[src/rtl/game_tick_gen.sv]
`default_nettype none
// ==========================================================================
// game_tick_gen : speed-scaled game tick, slow tick and tick counter.
// Optional auto speed-up when GAME_TICK_AUTOSPEED_EN is defined.  Rev 1.0
// ==========================================================================
module game_tick_gen #(
    parameter int BASE_PERIOD    = 5000000,
    parameter int CNT_W          = 24,
    parameter int SPEED_W        = 2,
    parameter int MAX_SPEED      = 3,
    parameter int TCNT_W         = 16,
    parameter int SLOW_DIV       = 4,
    parameter int LEVEL_UP_TICKS = 32
) (
    input  logic               iClock,
    input  logic               iReset,
    input  logic [SPEED_W-1:0] iSpeed,
    input  logic               iPause,
    input  logic               iRestart,
    output logic               oTick,
    output logic               oSlowTick,
    output logic [TCNT_W-1:0]  oTickCount,
    output logic [SPEED_W-1:0] oSpeedActive
);

    localparam int                 SDIV_W      = (SLOW_DIV > 1) ? $clog2(SLOW_DIV) : 1;
    localparam logic [CNT_W-1:0]   C_BASE      = CNT_W'(BASE_PERIOD);
    localparam logic [SPEED_W-1:0] C_MAX_LVL   = SPEED_W'(MAX_SPEED);
    localparam logic [SDIV_W-1:0]  C_SDIV_LAST = SDIV_W'(SLOW_DIV - 1);

    if (((BASE_PERIOD >> MAX_SPEED) < 2) || ((BASE_PERIOD >> CNT_W) != 0) ||
        (SLOW_DIV < 1) || (LEVEL_UP_TICKS < 1) || (MAX_SPEED >= (1 << SPEED_W)))
    begin : g_param_check
        $error("game_tick_gen: unsupported parameter combination");
    end

    logic [CNT_W-1:0]   count;
    logic [SDIV_W-1:0]  slow_cnt;
    logic [SPEED_W-1:0] req_level;
    logic [SPEED_W-1:0] next_level;
    logic [SPEED_W-1:0] load_level;
    logic [CNT_W-1:0]   load_val;
    logic               restart;
    logic               tick_event;

    // Hard reset and soft restart perform identical actions.
    assign restart    = !iReset || iRestart;
    assign tick_event = (count == '0) && !iPause;
    assign req_level  = (32'(iSpeed) > 32'(MAX_SPEED)) ? C_MAX_LVL : iSpeed;

`ifdef GAME_TICK_AUTOSPEED_EN
    localparam int              UP_W      = (LEVEL_UP_TICKS > 1) ? $clog2(LEVEL_UP_TICKS) : 1;
    localparam logic [UP_W-1:0] C_UP_LAST = UP_W'(LEVEL_UP_TICKS - 1);

    logic [UP_W-1:0]    up_cnt;
    logic [SPEED_W-1:0] auto_level;
    logic [SPEED_W-1:0] auto_next;
    logic [SPEED_W:0]   level_sum;

    // The reload on the level-up tick already uses the raised auto level.
    always_comb begin
        auto_next = auto_level;
        if (tick_event && (up_cnt == C_UP_LAST) && (auto_level < C_MAX_LVL)) begin
            auto_next = auto_level + 1'b1;
        end
    end

    assign level_sum  = {1'b0, req_level} + {1'b0, auto_next};
    assign next_level = (level_sum > {1'b0, C_MAX_LVL}) ? C_MAX_LVL : level_sum[SPEED_W-1:0];

    always_ff @(posedge iClock) begin
        if (restart) begin
            up_cnt     <= '0;
            auto_level <= '0;
        end else if (tick_event) begin
            up_cnt     <= (up_cnt == C_UP_LAST) ? '0 : up_cnt + 1'b1;
            auto_level <= auto_next;
        end
    end
`else
    assign next_level = req_level;
`endif

    // One shifter serves both the reset load and the tick reload.
    assign load_level = restart ? req_level : next_level;
    assign load_val   = (C_BASE >> load_level) - 1'b1;

    always_ff @(posedge iClock) begin
        if (restart) begin
            count        <= load_val;
            oTick        <= 1'b0;
            oSlowTick    <= 1'b0;
            oTickCount   <= '0;
            slow_cnt     <= '0;
            oSpeedActive <= req_level;
        end else begin
            oTick     <= tick_event;
            oSlowTick <= tick_event && (slow_cnt == C_SDIV_LAST);
            if (tick_event) begin
                count        <= load_val;
                oTickCount   <= oTickCount + 1'b1;
                slow_cnt     <= (slow_cnt == C_SDIV_LAST) ? '0 : slow_cnt + 1'b1;
                oSpeedActive <= next_level;
            end else if (!iPause) begin
                count <= count - 1'b1;
            end
        end
    end

endmodule
`default_nettype wire

[config.mk]
export PLATFORM = sky130hd
export DESIGN_NAME = game_tick_gen
export DESIGN_NICKNAME = d
export VERILOG_FILES = /design/src/rtl/game_tick_gen.sv
export SDC_FILE = /design/constraint.sdc
export NUM_CORES = 1
export LEC_CHECK = 0
export CAP_MARGIN = 20
export CELL_PAD_IN_SITES_DETAIL_PLACEMENT = 1
export CELL_PAD_IN_SITES_GLOBAL_PLACEMENT = 2
export CORE_MARGIN = 4
export CORE_UTILIZATION = 32
export DETAILED_ROUTE_END_ITERATION = 8
export PLACE_DENSITY = 0.73
export SLEW_MARGIN = 20
export SYNTH_ARGS = -nofsm -noshare
export SYNTH_HDL_FRONTEND = slang
export SYNTH_SLANG_ARGS = --single-unit
[constraint.sdc]
create_clock -name iClock -period 2.59 [get_ports iClock]
set_input_delay 0.3885 -clock iClock [delete_from_list [all_inputs] [get_ports iClock]]
set_output_delay 0.3885 -clock iClock [all_outputs]
set_load 0.02 [all_outputs]
==> impl_metrics.yaml, run 1 <==
run_status:
  outcome: "completed"
pwr:
  switching_power_uw: 381
  pwr-share-clk_pct: 34.8
  peakVddDrop_mv: 0.204
  power.density_nw_per_um2: 508
  seq_power_share_pct: 55.0
  p_sw_share_pct: 24.5
  p_int_mw: 1.18
  p_comb_share_pct: 10.2
  leakage_nw: 1.05
worst_setup_path:
  worst_ep_required_time_ns: 2.65
  critPathMaxStageDelay_ns: 0.59
  start_kind: "register"
  worstPathCellList: "or4_4, or3_4, or4_4, xor2_1, a21oi_2"
  cp.arrival_ns: 2.51
  crit_top_cell: "or4_4"
  path_class: "reg2reg"
  critPathCaptureType: "register"
  path_max_fanout: 5
  crit_slowest_cell: "or4_4"
timing:
  layout_setup_ws_ns: 0.139
  finClkSkew_ns: 0.00861
  hold_viol_final: 0
  rsz0062_at_grt: "no"
  slew_headroom_pct: 68.4
  tightest_slew_ns: 0.470
  drv_slew: 0
  final.setup.tns_ns: 0
  clock.fmax_mhz: 408
  setup_viol: 0
  min_period_ns: 2.45
  fin_crit_sh_pct: 94.6
clocking:
  ctsRootBufferMaster: "clkbuf_8"
  cts.path.max_buffers: 2
  numCtsBuffers: 5
  h-tree-depth: 2
  clk_pin_slew_ns: 0.09
  cts_tree: "done"
  cts.sinks: 46
  clock_latency_ns: 0.31
  cts_hold_buf: 0
floorplan:
  dieArea_um2: 9180
  rows: 31
  core_area_um2: 7370
  dieHeight_um: 95.8
  io_pins: 26
  initial_core_util_pct: 33.5
  die_w_um: 95.8
synth:
  synth.area.top_cells: "edfxtp_1 32%, dfxtp_1 16%, a21oi_1 5.7%"
  synth-simple-area-share_pct: 22.8
  syn_inst: 248
  syn_avg_cell_area_um2: 9.95
  syn_area_um2: 2470
  yosys_warnings: 0
  synth_edf_count: 26
  ys.flop_type: "edfxtp_1"
  synth_cell_type_count: 41
  syn-num-nets: 265
  netlist.area_leader.share_pct: 31.6
  synth_fa_ha_area_share_pct: 5.58
  synth_seq_cells: 46
  synth_compound_area_share_pct: 11.3
  yosysTopAreaCell: "edfxtp_1"
  synthMuxAreaShare_pct: 1.62
  ys_seq_area_share_pct: 47.8
  synth-async-reset-ratio_pct: 0
  synthXorXnorAreaFrac_pct: 8.51
  synth_top_family_by_area: "simple AND/OR/NAND/NOR gates"
grt:
  grt_pass1_vias: 2016
  antenna_found_initial: 0
  grt_usage_pct: 14.4
  grt_pass1_wl_um: 9940
  grt_max_degree: 34
  grt.overflow.total: 0
placement:
  place_congestion: 0.723
  place_area_um2: 2940
  dpl.hpwl_um: 4460
  post-place-ws_ns: 0.0241
  io_buffers: 25
layout:
  nets: 305
  drive_gt1_share_pct: 13.8
  final_area_um2: 3070
  area_growth_pct: 24.2
  antenna_cells: 0
flow_run:
  drv_cap: 0
min_path:
  hold_class: "reg2reg"
routing:
  drtPass1Iterations: 5
  drtIter0Drc: 51
  wl_per_cell_um: 15.4
  vias: 1988
  drc: 0
  finalWirelength_um: 5970
  vias_per_cell: 5.12
  ant_nets: 0
area by class of cell:
class,count,area (um2)
multi-input cells,186,1240
fillers,857,4300
well taps,99,124
clock buffers,5,68.8
inverters,8,30.0
clock inverters,3,40.0
flip-flops and latches,46,1180
repair buffers,41,383
power by group through the flow:
stage / clock network (mW) / registers (mW) / logic, mW
2_1_floorplan: 0 / 0.869 / 0.0943
3_3_place_gp: 0 / 0.872 / 0.158
3_5_place_dp: 0 / 0.873 / 0.161
4_1_cts: 0.563 / 0.857 / 0.163
5_1_grt: 0.594 / 0.864 / 0.178
6_report: 0.542 / 0.857 / 0.159
per-layer routing:
layer	share of wire [%]	GRT usage [%]	wire, um
met1	45	17.3	2680
met2	51	25.1	3040
met3	2.9	3.75	171
met4	1.2	4.15	71
met5	0	0	0
cell usage in the layout, fill, tap and decap left out, types with 9 or more instances in the layout:
master / n
nor2_1: 22
dfxtp_1: 20
nand2_1: 14
xor2_1: 12
or3_1: 9
o21ai_0: 9
ha_1: 11
xnor2_1: 12
a21oi_1: 28
clkdlybuf4s50_1: 25
buf_4: 15
edfxtp_1: 26
worst max-delay path: cells and delay by family, from the launching register on:
family                    cells  cell delay [ns]
and+or+nand+nor               3             1.51
DFF                           1             0.43
xor gates and xnor gates      1             0.19
AOI/OAI and AO/OA             1             0.07
worst paths after layout:
| kind | startpoint | endpoint | slack [ns] | cells after the start |
|---|---|---|---|---|
| setup / recovery | count[10] | count[21] | 0.14 | 5 |
| hold / removal | slow_cnt[0] | slow_cnt[0] | 0.49 | 2 |
| setup reg to reg | count[10] | count[21] | 0.14 | 5 |
| hold reg to reg | slow_cnt[0] | slow_cnt[0] | 0.49 | 2 |
through the flow:
step	cells	power (mW)	hold slack, ns	utilization, %
floorplan	248	0.963	0.445	-
global placement	379	1.03	0.459	39.9
detailed placement	379	1.03	0.477	39.9
CTS	387	1.58	0.491	41.5
global route	388	1.64	0.512	41.6
finish	388	1.56	0.486	41.6
registers in the layout (all words and copies together), names as in the netlist:
register      count
count            24
oSlowTick         1
oSpeedActive      2
oTick             1
oTickCount       16
slow_cnt          2
cells in the mapped netlist (3+ instances only):
library cell	instances
a21oi_1	28
and3_1	3
and4_1	3
clkbuf_1	7
dfxtp_1	20
edfxtp_1	26
ha_1	11
inv_1	8
mux2i_1	4
nand2_1	14
nand3_1	8
nand4_1	5
nor2_1	22
nor3_1	3
nor4_1	5
o21ai_0	9
o31ai_1	3
or3_1	9
or4_1	4
or4_4	3
xnor2_1	12
xor2_1	12
cell families after synthesis:
| family | Yosys count |
|---|---|
| AOI/OAI and AO/OA | 49 |
| xor gates and xnor gates | 24 |
| adders and majority gates | 11 |
| buffers and inverters | 16 |
| DFF | 46 |
| muxes | 4 |
| and+or+nand+nor | 98 |
timing repair:
| action | 4_1_cts | 5_1_grt |
|---|---|---|
| endpoints found under the setup margin | 1 | 4 |
| pin swaps | 0 | 1 |
| endpoints found under the hold margin | 0 | 0 |
| resized for setup | 1 | 0 |
| setup buffers | 0 | 1 |
(Power assumes the default switching activity.)
==> run 2, diff against run 1 <==
GPL_ROUTABILITY_DRIVEN = 1   (was unset)
==> results of run 2 <==
Same layout as run 1: the final DEF is identical, and so are final timing and power.
==> run 3, diff against run 2 <==
TNS_END_PERCENT = 5   (was unset)
==> results of run 3 <==
Same layout as run 1: the final DEF is identical, and so are final timing and power.
==> patch 1 (config.mk and constraints of run 2) <==
Set the parameter `SLOW_DIV` to 2 (it was 4).
--- a/src/rtl/game_tick_gen.sv
+++ b/src/rtl/game_tick_gen.sv
@@ -11,3 +11,3 @@
     parameter int TCNT_W         = 16,
-    parameter int SLOW_DIV       = 4,
+    parameter int SLOW_DIV       = 2,
     parameter int LEVEL_UP_TICKS = 32
Function: no difference found for any inputs over 10 cycles, from zero or initial values; that may be too few to reach the edited logic, so the function may still have changed.
==> patch 1 against run 2 <==
  * First-iteration DRC count grew 71%
  * Area after synthesis shrank 2.0%
  * Final cell count grew 5.2%
  * Clock power shrank 11%
  * Non-clock buffer count grew 15
  * Worst setup slack lost 0.066 ns
  * Via count grew 1.2%
  * Hold slack gained 0.012 ns
  * Cell area grew 1.9%
  * Sequential cell count shrank 1
  * Global-route usage shrank 0.29 points
  * Power shrank 3.7%
  * Wire length shrank 1.1%
  * Largest cell class unchanged
==> patch 1: results (changes against run 2) <==
stage	metric	value	unit	change
clock_network	numCtsBuffers	5		unchanged
clock_network	htreeDepth	2		unchanged
drt	wl_met1	2.824	mm	was 2.680 mm
cells_and_area	fill_cells	873		was 857
drt	avgRoutedWirePerCell	14.47	um	was 15.38 um
global_route	track_usage	0.1406		was 0.1436
global_route	grt_util_met1	0.1769		was 0.1727
sta	tightest_slew	0.3627	ns	was 0.4697 ns
place	place.gp.congestion	0.7538		was 0.7231
synthesis	synthFlopType	edfxtp_1		unchanged
drt	dr_wl_met3	166	um	was 171 um
drt	vias	2011		was 1988
cells_and_area	final_nets	324		was 305
worst_setup_path	path_max_fanout	6		was 5
global_route	grt_pass1_vias	2092		was 2016
cells_and_area	top_regs	count (24), oTickCount (16), oSpeedActive (2)		was count (24), oTickCount (16)
synthesis	synth_nets	269		was 265
global_route	grt_pass1_wl	9.853	mm	was 9.942 mm
drt	highest_layer	met4		unchanged
drt	drcViolationCount	0		unchanged
synthesis	yosys-top-cells-area	edfxtp_1 (32%), dfxtp_1 (16%), xnor2_1 (6.2%), ha_1 (5.2%), a21oi_1 (5.0%)		was edfxtp_1 (32%), dfxtp_1 (16%), a21oi_1 (5.7%), ha_1 (5.6%), xnor2_1 (4.3%)
place	post-place-cells	398		was 379
clock_network	clk_pin_slew	0.09	ns	about the same
min_path	min_path_type	reg2reg		unchanged
run_status	outcome	completed		unchanged
global_route	grt_use_met2	0.2378		was 0.2513
power_and_ir_drop	ir_worst_vdd	0.0002064	V	was 0.0002037 V
global_route	antenna_found_initial	0		unchanged
global_route	grt_max_degree	25		was 34
synthesis	synth_cell_types	38		was 41
power_and_ir_drop	p_leak	0.001056	uW	was 0.001052 uW
global_route	use_met3	0.02709		was 0.03753
place	post-dp-hpwl	4.478	mm	was 4.458 mm
synthesis	synth_warnings	0		unchanged
synthesis	synth.avg_cell_area	9.565	sq um	was 9.954 sq um
cells_and_area	final_cells	408		was 388
synthesis	async_flop_share	0		unchanged
synthesis	synth_common_cells	edfxtp_1 (26), a21oi_1 (24), nand2_1 (21), nor2_1 (21), dfxtp_1 (19)		was a21oi_1 (28), edfxtp_1 (26), nor2_1 (22)
place	dp_slack	-0.08811	ns	was 0.02413 ns
drt	drt-initial-drc-count	87		was 51
drt	dr.pass1.iters	4		was 5
cells_and_area	drive_above_1_share	0.1715		was 0.1384
place	placed_area	2968	sq um	was 2944 sq um
clock_network	clk_latency	0.30	ns	
synthesis	synth-seq-area-share	0.4798		was 0.4785
clock_network	cts_root_buffer	clkbuf_8		unchanged
sta	finClkSkew	0.007579	ns	was 0.008610 ns
drt	met2_length	2.838	mm	was 3.043 mm
clock_network	cts_buffer_depth	2		unchanged
patch 1: path summary, 6_finish.rpt:
path | start | to | slack [ns] | cells past startpoint
setup / recovery | count[12] | oTickCount[14] | 0.07 | 5
hold / removal | slow_cnt | oSlowTick | 0.50 | 1
setup reg to reg | count[12] | oTickCount[14] | 0.07 | 5
hold reg to reg | slow_cnt | oSlowTick | 0.50 | 1
patch 1: timing repair:
action                     CTS  global route
hold buffers                 0             0
setup buffers                0             2
setup endpoints to repair   13            27
gates resized for setup      3             8
pin swaps                    2             3
patch 1: cells by family after synthesis:
family | after synthesis | synth area share
DFF | 45 | 0.4798
AOI/OAI and AO/OA | 49 | 0.1112
xor gates and xnor gates | 23 | 0.08325
buffers and inverters | 20 | 0.03878
muxes | 1 | 0.004137
adders and majority gates | 10 | 0.05171
and+or+nand+nor | 105 | 0.2311
patch 1: metrics by stage:
step / hold WS (ns) / power, uW
3_3_place_gp: 0.4655 / 1026
5_1_grt: 0.5103 / 1572
2_1_floorplan: 0.4739 / 951.0
4_1_cts: 0.4998 / 1518
3_5_place_dp: 0.4843 / 1029
6_report: 0.4983 / 1501
patch 1: where the power goes:
part / switching, uW / internal [uW] / leakage (uW)
Clock: 243 / 242 / 0.0000542
Sequential: 32.0 / 805 / 0.000417
Combinational: 90.5 / 89.0 / 0.000585
patch 1: final cells by class:
type	count	area [sq um]	share of cell area
well taps	99	123.9	0.03965
clock inverters	1	5.005	0.001602
repair buffers	56	486.7	0.1558
flip-flops and latches	45	1161	0.3716
multi-input cells	188	1204	0.3853
inverters	12	47.55	0.01522
clock buffers	7	96.34	0.03084
patch 1: critical path: stages, from the launching register on:
cell,delay [ns]
edfxtp_1,0.41
or4_4,0.55
or3_4,0.38
or4_4,0.47
or4_4,0.50
a21oi_2,0.13
==> patch 2 (flow settings as in run 2) <==
Without the edit above. Register the inputs `iSpeed`, `iPause` and `iRestart` before use. The logic sees them one clock later.
--- a/src/rtl/game_tick_gen.sv
+++ b/src/rtl/game_tick_gen.sv
@@ -30,2 +30,12 @@
 
+    logic [SPEED_W-1:0] iSpeed_q;
+    logic iPause_q;
+    logic iRestart_q;
+
+    always_ff @(posedge iClock) begin
+        iSpeed_q   <= iSpeed;
+        iPause_q   <= iPause;
+        iRestart_q <= iRestart;
+    end
+
     if (((BASE_PERIOD >> MAX_SPEED) < 2) || ((BASE_PERIOD >> CNT_W) != 0) ||
@@ -46,5 +56,5 @@
     // Hard reset and soft restart perform identical actions.
-    assign restart    = !iReset || iRestart;
-    assign tick_event = (count == '0) && !iPause;
-    assign req_level  = (32'(iSpeed) > 32'(MAX_SPEED)) ? C_MAX_LVL : iSpeed;
+    assign restart    = !iReset || iRestart_q;
+    assign tick_event = (count == '0) && !iPause_q;
+    assign req_level  = (32'(iSpeed_q) > 32'(MAX_SPEED)) ? C_MAX_LVL : iSpeed_q;
 
@@ -103,3 +113,3 @@
                 oSpeedActive <= next_level;
-            end else if (!iPause) begin
+            end else if (!iPause_q) begin
                 count <= count - 1'b1;
Formal check against the unedited RTL: not equivalent (a bounded check fails within 4 cycles, from zero or initial values).
==> patch 2 against run 2 <==
  * Critical path depth increased by 2
  * Cell area increased by 3.0%
  * Wire length increased by 4.5%
  * Worst setup slack improved by 0.040 ns
  * Sequential power increased by 9.5%
  * Die area increased by 4.7%
  * Global-route usage decreased by 1.1 points
  * Combinational power decreased by 7%
  * Sequential cell count increased by 4
  * Clock power increased by 21%
  * Power increased by 12%
  * Area after synthesis increased by 5.2%
  * Count of clock-buffer cells in the layout unchanged
==> patch 2: results (changes against run 2) <==
stage	metric	value	unit	change
synthesis	synth-seq-area-share	0.4858		was 0.4785
global_route	grt_max_degree	25		was 34
worst_setup_path	critPathSlowestCell	or4_1		was or4_4
worst_setup_path	timing.rr.end	oTickCount[12]		was count[21]
cells_and_area	final_cells	402		was 388
clock_network	ctsResizeCount	0		was 1
min_path	hp-start	slow_cnt[1]		was slow_cnt[0]
worst_setup_path	ff2ff_path_depth	7		was 5
place	placed_area	3025	sq um	was 2944 sq um
place	place.gp.congestion	0.7973		was 0.7231
synthesis	synthXorXnorAreaFrac	0.07759		was 0.08515
synthesis	yosys-top-cells-area	edfxtp_1 (30%), dfxtp_1 (19%), a21oi_1 (5.8%), ha_1 (5.3%), xnor2_1 (5.1%)		was edfxtp_1 (32%), dfxtp_1 (16%), a21oi_1 (5.7%), ha_1 (5.6%), xnor2_1 (4.3%)
run_status	outcome	completed		unchanged
synthesis	synth_common_cells	a21oi_1 (30), edfxtp_1 (26), dfxtp_1 (24)		was a21oi_1 (28), edfxtp_1 (26), nor2_1 (22)
power_and_ir_drop	ir_worst_vdd	0.0001985	V	was 0.0002037 V
sta	relSlewSlack	0.5099		was 0.6840
place	post-place-cells	394		was 379
global_route	use_met3	0.02643		was 0.03753
drt	wirelength	6.238	mm	was 5.967 mm
synthesis	synth-adder-area-share	0.05301		was 0.05575
sta	finClkSkew	0.007048	ns	was 0.008610 ns
drt	dr.pass1.iters	4		was 5
worst_setup_path	rr_startpoint	count[0]		was count[10]
cells_and_area	final_nets	316		was 305
place	post-dp-hpwl	4.719	mm	was 4.458 mm
synthesis	synthMuxAreaShare	0.003855		was 0.01622
place	dp_slack	0.2135	ns	was 0.02413 ns
[patch 2: cell types whose count changed after synthesis, sizes merged, moves of 2 or more]
cell   change
nor3b      +2
xor2       -4
nand3      +4
inv        +3
and4       -2
nand2      +6
nor4       +2
mux2i      -3
or4b       +2
or4        -3
dfxtp      +4
or2        -2
xnor2      +3
o41ai      +2
[patch 2: area by class of cell]
| cell class | instances | area [sq um] | share of cell area |
|---|---|---|---|
| Multi-Input combinational cell | 195 | 1262 | 0.3998 |
| Sequential cell | 50 | 1261 | 0.3994 |
| Timing Repair Buffer | 36 | 332.8 | 0.1054 |
| Tap cell | 102 | 127.6 | 0.04041 |
| Clock buffer | 5 | 68.82 | 0.02179 |
| Clock inverter | 3 | 63.81 | 0.02021 |
| Inverter | 11 | 41.29 | 0.01307 |
[patch 2: per-layer routing]
metal / vias to the layer above / routed length [um]
met5: - / 0
met4: 0 / 72
met3: 5 / 237
li1: 1027 / -
met2: 32 / 3013
met1: 1009 / 2915
[patch 2: logic make-up after synthesis]
logic type,count (synthesis)
and+or+nand+nor,108
AOI/OAI and AO/OA,52
DFF,50
xor gates and xnor gates,23
buffers and inverters,19
adders and majority gates,11
muxes,1
[patch 2: worst max-delay path: cells and delay by family (launching register included)]
kind	cells	cell delay, ns
DFF	1	0.44
and+or+nand+nor	4	1.46
buffers and inverters	1	0.08
AOI/OAI and AO/OA	1	0.14
adders and majority gates	1	0.21
[patch 2: power by group]
part | internal [uW] | switching [uW] | total (uW)
logic | 67.6 | 80.1 | 148
registers | 886 | 51.6 | 938
clock network | 383 | 274 | 656
total | 1340 | 405 | 1740
